==> config.mk <==
export PLATFORM = sky130hd
export DESIGN_NAME = mem_wb_stage_flat
export DESIGN_NICKNAME = d
export VERILOG_FILES = /design/src/rtl/mem_wb_stage_if.sv /design/src/rtl/mem_wb_stage.sv /design/src/flat_wrapper.sv
export SDC_FILE = /design/constraint.sdc
export NUM_CORES = 1
export LEC_CHECK = 0
export ABC_CLOCK_PERIOD_IN_PS = 5550
export CAP_MARGIN = 30
export CELL_PAD_IN_SITES_DETAIL_PLACEMENT = 1
export CELL_PAD_IN_SITES_GLOBAL_PLACEMENT = 1
export CORE_ASPECT_RATIO = 0.9
export CORE_MARGIN = 4
export CORE_UTILIZATION = 33
export DETAILED_ROUTE_END_ITERATION = 6
export PLACE_DENSITY = 0.88
export SYNTH_ARGS = -nofsm -noshare
export SYNTH_HDL_FRONTEND = slang
export SYNTH_SLANG_ARGS = --single-unit
==> constraint.sdc <==
create_clock -name clk -period 5.55 [get_ports clk]
set_input_delay 0.555 -clock clk [delete_from_list [all_inputs] [get_ports clk]]
set_output_delay 0.555 -clock clk [all_outputs]
set_load 0.005 [all_outputs]
==> src/rtl/mem_wb_stage_if.sv <==
// Bundle of the MEM->WB stage signals: upstream instruction, data-SRAM
// response, pipeline control and the writeback payload. The stage itself
// connects through the slave modport. The environment around it (memory
// stage, SRAM, hazard unit, writeback) connects through the master modport.
interface mem_wb_stage_if;
  // Instruction presented by the memory stage
  logic        mem_valid_i;
  logic        mem_wren_i;
  logic [4:0]  mem_waddr_i;
  logic [31:0] mem_wdata_i;
  logic [2:0]  mem_ldop_i;
  logic [31:0] mem_addr_i;
  logic [31:0] mem_pc_i;
  logic [31:0] mem_inst_i;

  // Data SRAM read response
  logic        data_rvalid_i;
  logic [31:0] data_rdata_i;

  // Pipeline control
  logic        wb_stall_i;
  logic        wb_flush_i;
  logic        mem_ready_o;
  logic        stall_req_o;

  // Writeback payload
  logic        wb_valid_o;
  logic        wb_wren_o;
  logic [4:0]  wb_waddr_o;
  logic [31:0] wb_wdata_o;
  logic [31:0] wb_pc_o;
  logic [31:0] wb_inst_o;

  modport slave (
    input  mem_valid_i, mem_wren_i, mem_waddr_i, mem_wdata_i, mem_ldop_i,
           mem_addr_i, mem_pc_i, mem_inst_i,
           data_rvalid_i, data_rdata_i,
           wb_stall_i, wb_flush_i,
    output mem_ready_o, stall_req_o,
           wb_valid_o, wb_wren_o, wb_waddr_o, wb_wdata_o, wb_pc_o, wb_inst_o
  );

  modport master (
    output mem_valid_i, mem_wren_i, mem_waddr_i, mem_wdata_i, mem_ldop_i,
           mem_addr_i, mem_pc_i, mem_inst_i,
           data_rvalid_i, data_rdata_i,
           wb_stall_i, wb_flush_i,
    input  mem_ready_o, stall_req_o,
           wb_valid_o, wb_wren_o, wb_waddr_o, wb_wdata_o, wb_pc_o, wb_inst_o
  );
endinterface

==> src/rtl/mem_wb_stage.sv <==
// MEM->WB pipeline register with load-data alignment.
// Non-loads pass to writeback one cycle after acceptance. Loads park in WAIT
// until the data SRAM answers, then the aligned, extended result is written
// back. A flush during an outstanding load moves to DRAIN so the orphaned
// response is swallowed instead of being written back.
module mem_wb_stage (
  input  logic               clk,
  input  logic               rst_n,
  mem_wb_stage_if.slave      pipe
);

  typedef enum logic [1:0] {
    IDLE  = 2'd0,
    WAIT  = 2'd1,
    DRAIN = 2'd2
  } state_t;

  localparam logic [2:0] LD_NONE = 3'b000;
  localparam logic [2:0] LD_LB   = 3'b001;
  localparam logic [2:0] LD_LBU  = 3'b010;
  localparam logic [2:0] LD_LH   = 3'b011;
  localparam logic [2:0] LD_LHU  = 3'b100;
  localparam logic [2:0] LD_LW   = 3'b101;

  state_t      state;
  logic        wb_valid;
  logic        wren_cap;
  logic [4:0]  wb_waddr;
  logic [31:0] wb_wdata;
  logic [31:0] wb_pc;
  logic [31:0] wb_inst;
  logic [2:0]  ld_op;
  logic [1:0]  ld_off;

  logic        ready;
  logic        accept;
  logic        is_load;
  logic [7:0]  sel_byte;
  logic [15:0] sel_half;
  logic [31:0] load_result;

  // Only the byte offset of the effective address matters here
  logic        unused_addr_bits;
  assign unused_addr_bits = ^pipe.mem_addr_i[31:2];

  assign ready   = (state == IDLE) && !pipe.wb_stall_i;
  assign accept  = pipe.mem_valid_i && ready;
  assign is_load = (pipe.mem_ldop_i >= LD_LB) && (pipe.mem_ldop_i <= LD_LW);

  // Pick the addressed byte/half of the returning word and extend it
  always_comb begin
    sel_byte    = pipe.data_rdata_i[7:0];
    sel_half    = ld_off[1] ? pipe.data_rdata_i[31:16] : pipe.data_rdata_i[15:0];
    load_result = pipe.data_rdata_i;
    case (ld_off)
      2'd0:    sel_byte = pipe.data_rdata_i[7:0];
      2'd1:    sel_byte = pipe.data_rdata_i[15:8];
      2'd2:    sel_byte = pipe.data_rdata_i[23:16];
      default: sel_byte = pipe.data_rdata_i[31:24];
    endcase
    case (ld_op)
      LD_LB:   load_result = {{24{sel_byte[7]}}, sel_byte};
      LD_LBU:  load_result = {24'd0, sel_byte};
      LD_LH:   load_result = {{16{sel_half[15]}}, sel_half};
      LD_LHU:  load_result = {16'd0, sel_half};
      default: load_result = pipe.data_rdata_i;
    endcase
  end

  // Stage FSM and writeback payload registers; flush beats stall beats new input.
  // DRAIN swallows its response even under stall, otherwise a stalled pipe
  // could miss the only response it is waiting for and never leave DRAIN.
  always_ff @(posedge clk or negedge rst_n) begin
    if (!rst_n) begin
      state    <= IDLE;
      wb_valid <= 1'b0;
      wren_cap <= 1'b0;
      wb_waddr <= 5'd0;
      wb_wdata <= 32'd0;
      wb_pc    <= 32'd0;
      wb_inst  <= 32'd0;
      ld_op    <= LD_NONE;
      ld_off   <= 2'd0;
    end else if (pipe.wb_flush_i) begin
      wb_valid <= 1'b0;
      if ((state == WAIT) && !pipe.data_rvalid_i) begin
        state <= DRAIN;
      end else begin
        state <= IDLE;
      end
    end else begin
      case (state)
        IDLE: begin
          if (accept) begin
            wren_cap <= pipe.mem_wren_i;
            wb_waddr <= pipe.mem_waddr_i;
            wb_wdata <= pipe.mem_wdata_i;
            wb_pc    <= pipe.mem_pc_i;
            wb_inst  <= pipe.mem_inst_i;
            ld_off   <= pipe.mem_addr_i[1:0];
            if (is_load) begin
              ld_op    <= pipe.mem_ldop_i;
              wb_valid <= 1'b0;
              state    <= WAIT;
            end else begin
              ld_op    <= LD_NONE;
              wb_valid <= 1'b1;
            end
          end else if (!pipe.wb_stall_i) begin
            wb_valid <= 1'b0;
          end
        end
        WAIT: begin
          if (pipe.data_rvalid_i) begin
            wb_wdata <= load_result;
            wb_valid <= 1'b1;
            state    <= IDLE;
          end
        end
        DRAIN: begin
          if (pipe.data_rvalid_i) begin
            state <= IDLE;
          end
        end
        default: begin
          wb_valid <= 1'b0;
          state    <= IDLE;
        end
      endcase
    end
  end

  assign pipe.mem_ready_o = ready;
  assign pipe.stall_req_o = (state == WAIT);
  assign pipe.wb_valid_o  = wb_valid;
  assign pipe.wb_wren_o   = wb_valid && wren_cap;
  assign pipe.wb_waddr_o  = wb_waddr;
  assign pipe.wb_wdata_o  = wb_wdata;
  assign pipe.wb_pc_o     = wb_pc;
  assign pipe.wb_inst_o   = wb_inst;

endmodule
==> src/flat_wrapper.sv <==
// flat-port wrapper written by rule: the top's interface ports become plain ports
module mem_wb_stage_flat 
  (clk, rst_n, pipe_mem_valid_i, pipe_mem_wren_i, pipe_mem_waddr_i, pipe_mem_wdata_i, pipe_mem_ldop_i, pipe_mem_addr_i, pipe_mem_pc_i, pipe_mem_inst_i, pipe_data_rvalid_i, pipe_data_rdata_i, pipe_wb_stall_i, pipe_wb_flush_i, pipe_mem_ready_o, pipe_stall_req_o, pipe_wb_valid_o, pipe_wb_wren_o, pipe_wb_waddr_o, pipe_wb_wdata_o, pipe_wb_pc_o, pipe_wb_inst_o);
  mem_wb_stage_if pipe_i ();
  input  logic clk;
  input  logic rst_n;
  input wire logic [$bits(pipe_i.mem_valid_i)-1:0] pipe_mem_valid_i;
  input wire logic [$bits(pipe_i.mem_wren_i)-1:0] pipe_mem_wren_i;
  input wire logic [$bits(pipe_i.mem_waddr_i)-1:0] pipe_mem_waddr_i;
  input wire logic [$bits(pipe_i.mem_wdata_i)-1:0] pipe_mem_wdata_i;
  input wire logic [$bits(pipe_i.mem_ldop_i)-1:0] pipe_mem_ldop_i;
  input wire logic [$bits(pipe_i.mem_addr_i)-1:0] pipe_mem_addr_i;
  input wire logic [$bits(pipe_i.mem_pc_i)-1:0] pipe_mem_pc_i;
  input wire logic [$bits(pipe_i.mem_inst_i)-1:0] pipe_mem_inst_i;
  input wire logic [$bits(pipe_i.data_rvalid_i)-1:0] pipe_data_rvalid_i;
  input wire logic [$bits(pipe_i.data_rdata_i)-1:0] pipe_data_rdata_i;
  input wire logic [$bits(pipe_i.wb_stall_i)-1:0] pipe_wb_stall_i;
  input wire logic [$bits(pipe_i.wb_flush_i)-1:0] pipe_wb_flush_i;
  output wire logic [$bits(pipe_i.mem_ready_o)-1:0] pipe_mem_ready_o;
  output wire logic [$bits(pipe_i.stall_req_o)-1:0] pipe_stall_req_o;
  output wire logic [$bits(pipe_i.wb_valid_o)-1:0] pipe_wb_valid_o;
  output wire logic [$bits(pipe_i.wb_wren_o)-1:0] pipe_wb_wren_o;
  output wire logic [$bits(pipe_i.wb_waddr_o)-1:0] pipe_wb_waddr_o;
  output wire logic [$bits(pipe_i.wb_wdata_o)-1:0] pipe_wb_wdata_o;
  output wire logic [$bits(pipe_i.wb_pc_o)-1:0] pipe_wb_pc_o;
  output wire logic [$bits(pipe_i.wb_inst_o)-1:0] pipe_wb_inst_o;
  assign pipe_i.mem_valid_i = pipe_mem_valid_i;
  assign pipe_i.mem_wren_i = pipe_mem_wren_i;
  assign pipe_i.mem_waddr_i = pipe_mem_waddr_i;
  assign pipe_i.mem_wdata_i = pipe_mem_wdata_i;
  assign pipe_i.mem_ldop_i = pipe_mem_ldop_i;
  assign pipe_i.mem_addr_i = pipe_mem_addr_i;
  assign pipe_i.mem_pc_i = pipe_mem_pc_i;
  assign pipe_i.mem_inst_i = pipe_mem_inst_i;
  assign pipe_i.data_rvalid_i = pipe_data_rvalid_i;
  assign pipe_i.data_rdata_i = pipe_data_rdata_i;
  assign pipe_i.wb_stall_i = pipe_wb_stall_i;
  assign pipe_i.wb_flush_i = pipe_wb_flush_i;
  assign pipe_mem_ready_o = pipe_i.mem_ready_o;
  assign pipe_stall_req_o = pipe_i.stall_req_o;
  assign pipe_wb_valid_o = pipe_i.wb_valid_o;
  assign pipe_wb_wren_o = pipe_i.wb_wren_o;
  assign pipe_wb_waddr_o = pipe_i.wb_waddr_o;
  assign pipe_wb_wdata_o = pipe_i.wb_wdata_o;
  assign pipe_wb_pc_o = pipe_i.wb_pc_o;
  assign pipe_wb_inst_o = pipe_i.wb_inst_o;
  mem_wb_stage u_core (.clk(clk), .rst_n(rst_n), .pipe(pipe_i));
endmodule
==> flow_metrics.env, run 1 <==
export IMPL_p_leak_uw=0.00331
export IMPL_start_util_pct=33.7
export IMPL_netSwitchingPower_uw=1030
export IMPL_ys_seq_area_share_pct=48.4
export IMPL_clk_pin_slew_worst_paths_ns=0.08
export IMPL_syn_area_um2=5690
export IMPL_worst_endpoint_arrival_ns=3.40
export IMPL_synth_cell_types=52
export IMPL_cp_slowest_stage_delay_ns=0.87
export IMPL_seqPwrFrac_pct=39.0
export IMPL_numCtsBuffers=9
export IMPL_path_cells="inv_1 > ha_1 > buf_4 > nand2_1 > a211oi_1 > and3b_1 > a211oi_1"
export IMPL_nets=920
export IMPL_switching_share_pct=33.1
export IMPL_hpwl_um=17200
export IMPL_max_vdd_ir_drop_v=0.000222
export IMPL_chipHeight_um=133
export IMPL_cts_buffer_depth=2
export IMPL_tightest_slew_ns=0.972
export IMPL_synth_area_leaders="dfrtp_1, mux2_2, nor2_1, a211oi_2, o21ai_0"
export IMPL_syn2layout_area_growth_pct=51.6
export IMPL_yosys_warnings=0
export IMPL_cts_resized=0
export IMPL_postCtsHoldBufs=0
export IMPL_drive_gt1_share_pct=16.7
export IMPL_core_area_um2=16900
export IMPL_cts_root_buf="clkbuf_16"
export IMPL_finalHoldViolCount=0
export IMPL_final_antenna_net_count=0
export IMPL_synth_top_cell_area_share_pct=48.4
export IMPL_p_per_area_nw_per_um2=360
export IMPL_reg2reg_to="u_core.pipe.wb_wdata_o[19]"
export IMPL_ys_ff_latch=110
export IMPL_cpMostUsedCell="a211oi_1"
export IMPL_cp_required_ns=5.74
export IMPL_max_freq_mhz=312
export IMPL_utilization_pct=51.0
export IMPL_viasPerCell=5.48
export IMPL_cp_slowest_cell="and3b_1"
export IMPL_endpoint_kind="flip-flop"
export IMPL_reg2reg_depth=7
export IMPL_gp_congestion=0.849
export IMPL_pre_cts_ws_ns=2.06
export IMPL_whs_ns=0.182
export IMPL_finalWorstSetupSlack_ns=2.34
export IMPL_final_common_cell="clkdlybuf4s50_1"
export IMPL_post_cts_setup_buffers=0
export IMPL_drt_total_wl_um=23000
export IMPL_async_flop_share_pct=100
export IMPL_cpLargestDelayFamily="compound AO/OA/AOI/OAI gates"
export IMPL_cts_tree="done"
export IMPL_pwr_share_comb_pct=40.3
export IMPL_vias=5252
export IMPL_io_buffer_count=249
export IMPL_crit_buf_inv=2
export IMPL_fillers=1780
export IMPL_synthFlopType="dfrtp_1"
export IMPL_r2r_setup_slack_ns=2.34
export IMPL_drtIter0Drc=252
export IMPL_grt_setup_unrepaired="false"
export IMPL_finalSetupViolCount=0
export IMPL_rows=45
export IMPL_avgSynthCellArea_um2=11.0
export IMPL_first_pass_iters=4
export IMPL_dieArea_um2=19400
export IMPL_pin_count=280
export IMPL_finalNonFillerCells=958
export IMPL_overflow=0
export IMPL_final_cell_mix="clkdlybuf4s50_1, dfrtp_1, mux2_2"
export IMPL_clock_sinks=110
export IMPL_die_w_um=146
export IMPL_clockPowerShare_pct=20.7
export IMPL_r2r_start="u_core.state[1]"
export IMPL_skew_ns=0.0119
export IMPL_synth_nets=693
export IMPL_htree_levels=3
export IMPL_relSlewSlack_pct=34.8
export IMPL_synth_edff_count=0
export IMPL_layout_min_cycle_time_ns=3.21
export IMPL_antenna_found_initial=2
export IMPL_drc=0
export IMPL_worstSetupPathType="flip-flop to flip-flop"
export IMPL_place_inst=942
export IMPL_grt_util_all_layers_pct=23.8
export IMPL_insertion_delay_ns=0.36
export IMPL_max_cap_violations=0
export IMPL_wire_per_inst_um=24.0
export IMPL_worstSetupStartpointType="flip-flop"
export IMPL_fin_crit_sh_pct=57.8
export IMPL_p_int_uw=2080
export IMPL_report_final_slew_viol_count=0
export IMPL_critPathLaunch="u_core.state[1]"
export IMPL_grt_pass1_wl_um=36300
export IMPL_crit_fanout=34
export IMPL_fin_setup_tns_ns=0
export IMPL_outcome="complete, no violations"
export IMPL_diodes=0
export IMPL_syn_inst=515
export IMPL_hold_path_class="input pin to asynchronous set/reset pin"
export IMPL_grt_pass1_vias=6021
export IMPL_yosysTopAreaCell="dfrtp_1"
export IMPL_grt_max_degree=70
[per-stage QoR]
stage	instance area [um2]	power [uW]
2_1_floorplan	5690	1690
3_3_place_gp	8310	2380
3_5_place_dp	8340	2470
4_1_cts	8620	3140
5_1_grt	8620	3290
6_report	8620	3100
[per-layer routing]
| layer | up-vias | wire length (um) | GRT usage (%) |
|---|---|---|---|
| met2 | 220 | 12000 | 42.0 |
| met5 | - | 21 | 0 |
| li1 | 2350 | - | - |
| met1 | 2644 | 8570 | 26.9 |
| met3 | 34 | 2100 | 9.62 |
| met4 | 4 | 387 | 5.90 |
[cell families after synthesis]
family | count (synthesis) | share of synthesized area (%)
XOR/XNOR | 2 | 0.308
adder cells (fa/ha/maj) | 3 | 0.660
AND/OR/NAND/NOR | 130 | 11.2
buffers and inverters | 47 | 3.81
flip-flops | 110 | 48.4
multiplexers | 96 | 19.0
AO/OA/AOI/OAI | 127 | 16.5
[cell type report]
class / instances / area, um2 / area share, %
clock buffers: 10 / 229 / 2.66
clock inverters: 6 / 52.6 / 0.610
inverters: 8 / 30.0 / 0.348
multi-input cells: 358 / 2740 / 31.7
flip-flops and latches: 110 / 2750 / 31.9
well taps: 211 / 264 / 3.06
repair buffers: 255 / 2550 / 29.6
[registers in the layout, summed over array words and instances, names as in the netlist]
name / count
u_core.pipe.wb_waddr_o: 5
u_core.ld_off: 2
u_core.state: 2
u_core.pipe.wb_pc_o: 32
u_core.wren_cap: 1
u_core.ld_op: 3
u_core.pipe.wb_wdata_o: 32
u_core.pipe.wb_inst_o: 32
u_core.pipe.wb_valid_o: 1
[how the worst max path moves through the flow]
| stage | endpoint | slack [ns] | cells after the start |
|---|---|---|---|
| after CTS | u_core.pipe.wb_wdata_o[19] | 2.30 | 7 |
| after global routing | u_core.pipe.wb_wdata_o[19] | 2.08 | 7 |
| after global placement | u_core.pipe.wb_wdata_o[16] | 2.23 | 5 |
| after floorplan | u_core.pipe.wb_wdata_o[21] | 3.52 | 7 |
| after detailed placement | u_core.pipe.wb_wdata_o[19] | 2.06 | 5 |
| final | u_core.pipe.wb_wdata_o[19] | 2.34 | 7 |
[synthesized netlist by cell type, drive strengths merged, types with 2 or more instances]
library cell / count
a41oi: 2
nand3: 6
and3b: 2
nor3b: 2
mux2: 87
a32oi: 2
nand2: 28
nor2: 41
o221ai: 14
buf: 15
xnor2: 2
o22a: 7
o22ai: 13
and2: 2
ha: 3
a211oi: 20
dfrtp: 110
a21boi: 2
mux2i: 8
a21oi: 15
a221oi: 8
nor3: 19
inv: 8
nor2b: 9
nand2b: 12
nand3b: 5
o211ai: 8
o21ai: 25
clkbuf: 24
[power by group through the flow]
stage | Clock, uW | Combinational (uW) | Sequential, uW
6_report | 642 | 1250 | 1210
3_5_place_dp | 0 | 1250 | 1220
3_3_place_gp | 0 | 1190 | 1190
2_1_floorplan | 0 | 524 | 1170
5_1_grt | 698 | 1340 | 1250
4_1_cts | 658 | 1270 | 1210
(Power assumes the default switching activity.)
==> run 2: changes to the inputs <==
Settings changed: ABC_CLOCK_PERIOD_IN_PS 5550 to 3300, CORE_UTILIZATION 33 to 30, PLACE_DENSITY 0.88 to 0.81.
Clock period 5.55 ns to 3.3 ns, I/O delays scaled along.
==> run 2 against run 1 <==
The run now ends with negative hold slack left. Clock skew shrank 0.0024 ns. Hold slack lost 0.19 ns. Cell count grew 4.1%. Sequential share of layout area shrank 0.38 points. Flip-flop and latch count is the same. Clock power grew 76%. Setup slack lost 1.5 ns. Critical path depth is the same. First-iteration DRC count grew 7.5%. Sequential power grew 65%. Wire length shrank 4.3%.
==> flow_metrics.env, run 2 (synthesized netlist as in run 1, its figures left out) <==
export IMPL_outcome="finished, violations left"
export IMPL_violations="negative hold slack"
export IMPL_io_buffer_count=249
export IMPL_dr_wl_met3_um=2030
export IMPL_reg2reg_depth=7
export IMPL_finalNonFillerCells=997
export IMPL_netSwitchingPower_uw=1720
export IMPL_viasPerCell=5.27
export IMPL_cts_resized=0
export IMPL_worstSetupPathType="flip-flop to flip-flop"
export IMPL_clock_sinks=110
export IMPL_numCtsBuffers=9
export IMPL_drt_total_wl_um=22000
export IMPL_p_per_area_nw_per_um2=600
export IMPL_p_leak_uw=0.00335
export IMPL_first_pass_iters=4
export IMPL_wl_met2_um=11200
export IMPL_drive_gt1_share_pct=17.4
export IMPL_grt_pass1_vias=6095
export IMPL_crit_fanout=22
export IMPL_dieArea_um2=21200
export IMPL_hold_path_class="input pin to asynchronous set/reset pin"
export IMPL_vias=5258
export IMPL_chipHeight_um=139
export IMPL_finalHoldViolCount=4
export IMPL_endpoint_kind="flip-flop"
export IMPL_cts_tree="done"
export IMPL_clk_pin_slew_worst_paths_ns=0.08
export IMPL_clockPowerShare_pct=21.6
export IMPL_antenna_found_initial=2
export IMPL_nets=925
export IMPL_grt_pass1_wl_um=34700
export IMPL_max_cap_violations=0
export IMPL_power_uw=5230
export IMPL_cp_required_ns=3.57
export IMPL_place_inst=981
export IMPL_die_w_um=153
export IMPL_tightest_slew_ns=1.10
export IMPL_insertion_delay_ns=0.36
export IMPL_start_util_pct=30.7
export IMPL_worst_endpoint_arrival_ns=2.75
export IMPL_report_final_slew_viol_count=0
export IMPL_r2r_start="u_core.state[1]"
export IMPL_max_vdd_ir_drop_v=0.000320
export IMPL_seqPwrFrac_pct=38.2
export IMPL_gp_congestion=0.855
export IMPL_core_area_um2=18500
export IMPL_placed_area_um2=8420
export IMPL_worstSetupStartpointType="flip-flop"
export IMPL_grt_setup_unrepaired="false"
export IMPL_diodes=0
export IMPL_syn2layout_area_growth_pct=53.4
export IMPL_skew_ns=0.00947
export IMPL_switching_share_pct=32.9
export IMPL_design_area_um2=8720
export IMPL_rows=47
export IMPL_relSlewSlack_pct=26.6
export IMPL_fin_crit_sh_pct=75.2
export IMPL_met1_length_um=8420
export IMPL_htree_levels=3
export IMPL_postCtsHoldBufs=0
export IMPL_highest_layer="met5"
export IMPL_drtIter0Drc=271
export IMPL_fin_setup_tns_ns=0
export IMPL_fillers=1989
export IMPL_pwr_share_comb_pct=40.1
export IMPL_overflow=0
export IMPL_layout_min_cycle_time_ns=2.48
export IMPL_r2r_setup_slack_ns=0.82
export IMPL_cts_root_buf="clkbuf_16"
export IMPL_final_common_cell="clkdlybuf4s50_1"
export IMPL_p_int_uw=3510
export IMPL_hpwl_um=16900
export IMPL_pin_count=280
export IMPL_cts_buffer_depth=2
export IMPL_final_antenna_net_count=0
export IMPL_final_cell_mix="clkdlybuf4s50_1, dfrtp_1, mux2_2"
export IMPL_max_freq_mhz=403
export IMPL_whs_ns=-0.00447
export IMPL_grt_util_all_layers_pct=20.5
export IMPL_grt_max_degree=71
export IMPL_reg2reg_to="u_core.pipe.wb_wdata_o[0]"
export IMPL_drc=0
export IMPL_post_cts_setup_buffers=0
export IMPL_wire_per_inst_um=22.1
export IMPL_finalSetupViolCount=0
## run 2: worst max path at each step
| stage | slack (ns) | endpoint | startpoint |
|---|---|---|---|
| after floorplan | 1.28 | u_core.pipe.wb_inst_o[22] | u_core.state[0] |
| after global placement | 0.84 | u_core.pipe.wb_wdata_o[14] | pipe_wb_stall_i |
| after detailed placement | 0.75 | u_core.pipe.wb_wdata_o[6] | pipe_wb_stall_i |
| after CTS | 0.79 | u_core.pipe.wb_wdata_o[0] | u_core.state[1] |
| after global routing | 0.63 | u_core.pipe.wb_inst_o[27] | u_core.state[1] |
| final | 0.82 | u_core.pipe.wb_wdata_o[0] | u_core.state[1] |
## run 2: critical path: stages, from the launching register on
cell and delay [ns]:
dfrtp_1 0.40, inv_1 0.11, ha_1 0.36, mux2i_1 0.21, a211oi_4 0.69, buf_12 0.25, o221ai_1 0.16, o22ai_1 0.20
## run 2: cell type report
type	count	area, um2	share of cell area, %
clock buffer	9	225	2.58
clock inverter	7	75.1	0.861
inverter	8	30.0	0.344
multi-input combinational	358	2740	31.4
sequential	110	2750	31.6
tap	245	307	3.51
timing repair buffer	260	2600	29.8
## run 2: power groups by stage
stage / clock, uW / sequential (uW) / combinational (uW)
floorplan: 0 / 1960 / 882
global placement: 0 / 2000 / 2030
detailed placement: 0 / 2030 / 2110
CTS: 1180 / 2010 / 2130
global route: 1220 / 2060 / 2270
finish: 1130 / 2000 / 2100
## run 2: per-stage QoR
| stage | setup WS, ns | util (%) | hold slack [ns] |
|---|---|---|---|
| floorplan | 1.28 | - | 0.0344 |
| global placement | 0.845 | 45.5 | 0.387 |
| detailed placement | 0.750 | 45.5 | 0.404 |
| CTS | 0.787 | 47.1 | 0.00659 |
| global route | 0.632 | 47.1 | 0.0223 |
| finish | 0.819 | 47.1 | -0.00447 |
## run 2: per-layer routing
metal	GRT usage, %	vias to the layer above
li1	-	2373
met1	23.7	2642
met2	35.9	207
met3	7.77	32
met4	4.78	4
met5	0	-
